===== src/rtl/conv_sequencer.sv =====
// Load-then-convolve sequencer: streams a 4x4 matrix and 3x3 filter into memory, then produces
// a 2x2 valid convolution through the serial output memory. Define CONV_SAT_EN to saturate results.
module conv_sequencer #(
   parameter int unsigned OUT_SHIFT = 0
) (
   input  logic       clk,
   input  logic       rst,
   input  logic       start,
   input  logic       in_valid,
   input  logic [7:0] in_data,
   output logic       in_ready,
   output logic [7:0] data_w,
   output logic [3:0] addr_A0,
   output logic [3:0] addr_A1,
   output logic [3:0] addr_A2,
   output logic [3:0] addr_F0,
   output logic [3:0] addr_F1,
   output logic [3:0] addr_F2,
   output logic [1:0] addr_S0,
   output logic [1:0] en_INP,
   output logic [1:0] en_FIL,
   output logic [1:0] en_S,
   input  logic [7:0] out_A0,
   input  logic [7:0] out_A1,
   input  logic [7:0] out_A2,
   input  logic [7:0] out_F0,
   input  logic [7:0] out_F1,
   input  logic [7:0] out_F2,
   output logic       busy,
   output logic       done
);

   typedef enum logic [2:0] {
      StIdle,
      StLoadA,
      StLoadF,
      StIssue,
      StDrain,
      StWrite,
      StDone
   } state_t;

   localparam logic [1:0] EnWrite = 2'b11;
   localparam logic [1:0] EnRead  = 2'b10;

   state_t      state_q;
   logic [3:0]  cnt_q;
   logic [1:0]  pix_q;
   logic [1:0]  row_q;
   logic [19:0] acc_q;

   logic        hs;
   logic [19:0] prod_sum;
   logic [3:0]  row_base;
   logic [3:0]  fil_base;
   logic [7:0]  result;

   assign hs = in_valid & in_ready;

   // Read data arriving now belongs to the row issued in the previous cycle.
   assign prod_sum = {12'd0, out_A0} * {12'd0, out_F0}
                   + {12'd0, out_A1} * {12'd0, out_F1}
                   + {12'd0, out_A2} * {12'd0, out_F2};

   assign row_base = {2'({1'b0, pix_q[1]} + row_q), 2'b00} + {3'd0, pix_q[0]};
   assign fil_base = {1'b0, row_q, 1'b0} + {2'd0, row_q};

`ifdef CONV_SAT_EN
   logic [19:0] shifted;
   assign shifted = acc_q >> OUT_SHIFT;
   assign result  = (|shifted[19:8]) ? 8'hff : shifted[7:0];
`else
   assign result  = 8'(acc_q >> OUT_SHIFT);
`endif

   always_ff @(posedge clk or posedge rst) begin
      if (rst) begin
         state_q <= StIdle;
         cnt_q   <= '0;
         pix_q   <= '0;
         row_q   <= '0;
         acc_q   <= '0;
      end else begin
         unique case (state_q)
            StIdle: begin
               cnt_q <= '0;
               pix_q <= '0;
               row_q <= '0;
               acc_q <= '0;
               if (start) state_q <= StLoadA;
            end
            StLoadA: begin
               if (hs) begin
                  if (cnt_q == 4'd15) begin
                     cnt_q   <= '0;
                     state_q <= StLoadF;
                  end else begin
                     cnt_q <= cnt_q + 4'd1;
                  end
               end
            end
            StLoadF: begin
               if (hs) begin
                  if (cnt_q == 4'd8) begin
                     cnt_q   <= '0;
                     pix_q   <= '0;
                     row_q   <= '0;
                     state_q <= StIssue;
                  end else begin
                     cnt_q <= cnt_q + 4'd1;
                  end
               end
            end
            StIssue: begin
               // Row 0 has no data in flight yet, so it starts the pixel from zero.
               acc_q <= (row_q == 2'd0) ? 20'd0 : acc_q + prod_sum;
               if (row_q == 2'd2) begin
                  row_q   <= '0;
                  state_q <= StDrain;
               end else begin
                  row_q <= row_q + 2'd1;
               end
            end
            StDrain: begin
               acc_q   <= acc_q + prod_sum;
               state_q <= StWrite;
            end
            StWrite: begin
               if (pix_q == 2'd3) begin
                  state_q <= StDone;
               end else begin
                  pix_q   <= pix_q + 2'd1;
                  state_q <= StIssue;
               end
            end
            StDone: begin
               pix_q   <= '0;
               acc_q   <= '0;
               state_q <= StIdle;
            end
            default: state_q <= StIdle;
         endcase
      end
   end

   always_comb begin
      in_ready = 1'b0;
      data_w   = '0;
      addr_A0  = '0;
      addr_A1  = '0;
      addr_A2  = '0;
      addr_F0  = '0;
      addr_F1  = '0;
      addr_F2  = '0;
      addr_S0  = '0;
      en_INP   = '0;
      en_FIL   = '0;
      en_S     = '0;
      busy     = (state_q != StIdle);
      done     = (state_q == StDone);
      unique case (state_q)
         StLoadA: begin
            in_ready = 1'b1;
            if (in_valid) begin
               en_INP  = EnWrite;
               addr_A0 = cnt_q;
               data_w  = in_data;
            end
         end
         StLoadF: begin
            in_ready = 1'b1;
            if (in_valid) begin
               en_FIL  = EnWrite;
               addr_F0 = cnt_q;
               data_w  = in_data;
            end
         end
         StIssue: begin
            en_INP  = EnRead;
            en_FIL  = EnRead;
            addr_A0 = row_base;
            addr_A1 = row_base + 4'd1;
            addr_A2 = row_base + 4'd2;
            addr_F0 = fil_base;
            addr_F1 = fil_base + 4'd1;
            addr_F2 = fil_base + 4'd2;
         end
         StWrite: begin
            en_S    = EnWrite;
            addr_S0 = pix_q;
            data_w  = result;
         end
         default: ;
      endcase
   end

endmodule


===== config.mk =====
export PLATFORM = sky130hd
export DESIGN_NAME = conv_sequencer
export DESIGN_NICKNAME = d
export VERILOG_FILES = /design/src/rtl/conv_sequencer.sv
export SDC_FILE = /design/constraint.sdc
export NUM_CORES = 1
export LEC_CHECK = 0
export ABC_CLOCK_PERIOD_IN_PS = 4810
export BUFFER_PORTS_ARGS = -buffer_cell sky130_fd_sc_hd__buf_2
export CAP_MARGIN = 20
export CELL_PAD_IN_SITES_DETAIL_PLACEMENT = 0
export CELL_PAD_IN_SITES_GLOBAL_PLACEMENT = 1
export CORE_AREA = 3 3 112 114
export DETAILED_ROUTE_END_ITERATION = 8
export DIE_AREA = 0 0 115 117
export PLACE_DENSITY = 0.77
export SYNTH_ARGS = -nofsm -noshare
export SYNTH_HDL_FRONTEND = slang
export SYNTH_SLANG_ARGS = --single-unit

===== constraint.sdc =====
create_clock -name clk -period 4.81 [get_ports clk]
set_input_delay 0.7215 -clock clk [delete_from_list [all_inputs] [get_ports clk]]
set_output_delay 0.7215 -clock clk [all_outputs]
set_load 0.05 [all_outputs]

==> impl_metrics.yaml <==
setup_path:
  crit_chain: "buf_8 -> and2_4 -> fa_1 -> inv_2 -> fa_2 -> fa_1 -> inv_1 -> fa_1 -> fa_1 -> fa_1 -> inv_2 -> fa_1 -> inv_2 -> ha_4 -> inv_2 -> o21bai_1 -> a21oi_2 -> xnor2_2 -> xnor3_1 -> a22o_1"
  cp_slowest_cell: "fa_1"
  path_max_fanout: 4
  setup.worst_path.class: "input port to flip-flop"
  slowest_delay_ns: 0.56
  required_ns: 4.95
  path_buf_inv: 6
  critical-path-top-delay-family: "adder cells"
  crit_top_cell: "fa_1"
  cp-startpoint: "out_F0[3]"
  crit_arrival_ns: 5.82
  rrSetupSlack_ns: 0.66
  reg2reg_from: "acc_q[4]"
  start_kind: "input port"
  worstSetupEndpointType: "flip-flop"
  r2r_end: "acc_q[7]"
  reg2regPathDepth: 15
yosys:
  synth.most_common_cell: "inv_1"
  synthArstFlopShare: 1.00
  synth_area_leaders: "fa_1, ha_1, dfrtp_1"
  synthesis.area_um2: 4600
  synth-main-ff-cell: "dfrtp_1"
  synthSimpleGateAreaFrac: 0.177
  synthTopCellsByCount: "inv_1, nand2_1, ha_1, fa_1, and2_1"
  ys_seq_elements: 19
  synth_top_area_cell: "fa_1"
  yosys_warnings: 0
  yosys.cell_types.count: 37
  synth_compound_area_frac: 0.0884
  synth_edf_count: 0
  synth_top_area_frac: 0.248
  ys_seq_area_frac: 0.103
  synth_xor_area_frac: 0.107
  synthMuxAreaShare: 0
  synth_top_family_by_area: "adder cells"
  syn_nets: 722
  synth_cells: 542
  syn_avg_cell_area_um2: 8.48
  yosys.area_share.adder: 0.422
hold_path:
  worstHoldPathCells: 1
  worst_hold_path.endpoint: "acc_q[6]"
  hp-start: "acc_q[6]"
  worstHoldPathType: "flip-flop to flip-flop"
cts:
  path_clk_slew_ns: 0.06
  clockRootBuffer: "clkbuf_16"
  cts_buffers: 3
  cts_tree: "built"
  clock_sinks: 19
  clk_latency_ns: 0.25
  htreeDepth: 1
  clock_path_buffers: 2
  ctsHoldBuffers: 0
place:
  hpwlAfterDp_um: 10800
  placed_cell_area_um2: 5650
  io_buffer_count: 102
  gp_congestion: 0.889
  dp.cells: 823
sta:
  finClkSkew_ns: 0.00366
  relSlewSlack: 0.450
  slew_violations: 0
  timing.hold.ws_ns: 0.546
  max_freq_mhz: 176
  fin_crit_sh: 1.18
  setup_ws_ns: -0.867
  setup_viol: 4
  rsz0062_at_grt: "true"
  worstMarginPinSlew_ns: 0.825
  finalSetupTns_ns: -1.82
  hold_viol: 0
  min_period_ns: 5.68
power:
  power.share.clock: 0.042
  power_frac_comb: 0.882
  power_density_nw_per_um2: 696
  seq_power_share: 0.076
  p_int_mw: 2.06
  power.switching_mw: 2.04
  netSwitchingFraction: 0.497
  power.leakage_nw: 3.11
  ir_drop_v: 0.000431
run_status:
  violations: "setup timing"
  status: "complete, but fails checks"
floorplanning:
  die_x_um: 115
  start_util: 0.399
  die-area_um2: 13500
  num_rows: 39
  pin_count: 103
  dieHeight_um: 117
  coreArea_um2: 11500
finish:
  area_delta_synth_final_pct: 28.0
  postLayoutCoreUtil: 0.511
  multi_input_area_um2: 3770
  seqCellArea_um2: 475
  num-nets-final: 868
  drive_above_1_share: 0.279
  n_antenna_cell: 0
  fillCellCount: 1105
  stdcell_area_um2: 5890
  final_cells: 830
drt:
  final_antenna_net_count: 0
  dr.first_iter.drc_count: 147
  wl_per_cell_um: 14.4
  num_vias: 3971
  wl_um: 12000
  viasPerCell: 4.78
  route.detailed.drc: 0
  dr.pass1.iters: 4
global_route:
  grt_max_degree: 22
  antenna_found_initial: 0
  grt_pass1_vias: 4152
  grt_pass1_wl_um: 20100
  grt_overflow: 0
  track_usage: 0.184
job:
  maxCapViolCount: 0
worst max path at each step:
stage                     to  slack, ns  cells past startpoint
floorplan           acc_q[7]      -0.78                     19
global placement    acc_q[7]      -1.06                     20
detailed placement  acc_q[7]      -1.18                     20
CTS                 acc_q[7]      -0.84                     20
global route        acc_q[7]      -1.04                     19
finish              acc_q[7]      -0.87                     20
flip-flops by register name, summed over array words and instances, names as in the netlist:
register  count
row_q         2
pix_q         2
acc_q         8
cnt_q         4
state_q       3
layer usage:
layer  vias up  share of wire  global-route usage
li1       1963              -                   -
met1      1906           0.47               0.268
met2        96           0.47               0.311
met3         6          0.048              0.0123
met4         0         0.0083              0.0266
met5         -              0                   0
worst reg2reg max path, stage by stage (launching register included):
cell	delay, ns
dfrtp_1	0.41
inv_1	0.10
fa_1	0.54
fa_1	0.53
inv_1	0.06
fa_1	0.55
inv_2	0.04
fa_1	0.51
inv_2	0.05
ha_4	0.21
a21oi_2	0.18
o21bai_1	0.12
a21oi_2	0.17
xnor2_2	0.14
xnor3_1	0.26
a22o_1	0.19
final cells by class:
type	count	area share
Sequential cell	19	0.0808
Multi-Input combinational cell	402	0.641
Tap cell	143	0.0304
Clock buffer	4	0.0134
Inverter	105	0.0670
Timing Repair Buffer	157	0.167
power by group through the flow:
stage	sequential, mW	clock, mW	combinational, mW
3_5_place_dp	0.314	0	3.32
5_1_grt	0.326	0.184	3.99
6_report	0.313	0.172	3.61
3_3_place_gp	0.311	0	3.20
2_1_floorplan	0.242	0	2.55
4_1_cts	0.311	0.176	3.56
stage by stage:
| step | power [mW] | worst slack [ns] |
|---|---|---|
| 6_report | 4.10 | -0.867 |
| 3_3_place_gp | 3.52 | -1.06 |
| 3_5_place_dp | 3.63 | -1.18 |
| 5_1_grt | 4.50 | -1.04 |
| 4_1_cts | 4.05 | -0.839 |
| 2_1_floorplan | 2.79 | -0.777 |
logic make-up after synthesis:
kind of cell / Yosys count
compound gates: 59
xor+xnor: 54
fa+ha+maj: 121
buf+inv: 121
flops: 19
simple gates: 168
timing repair:
item                                    CTS  global route
buffers inserted                          5             0
resized for setup                        19            20
endpoints found under the setup margin    4             4
pin swaps                                12             6
endpoints found under the hold margin     0             0
layout by cell type, fill, tap and decap left out, types with 4 or more instances in the layout:
cell     netlist  layout
buf_4          4      53
a22o_1        20      20
and2_1        55      53
xnor2_1       41      41
a21oi_1        9       7
inv_2          0       9
xor2_1        11      11
nor2_1        22      20
nand2_1       73      69
ha_4           0       6
dfrtp_1       19      19
o21ai_0       14      14
ha_1          63      57
nand2_2        1       4
buf_2          1      94
buf_6          0       7
fa_2           0       4
fa_1          57      53
inv_1        105      96
a21o_1         5       5
Power figures use the tool's default switching activity.
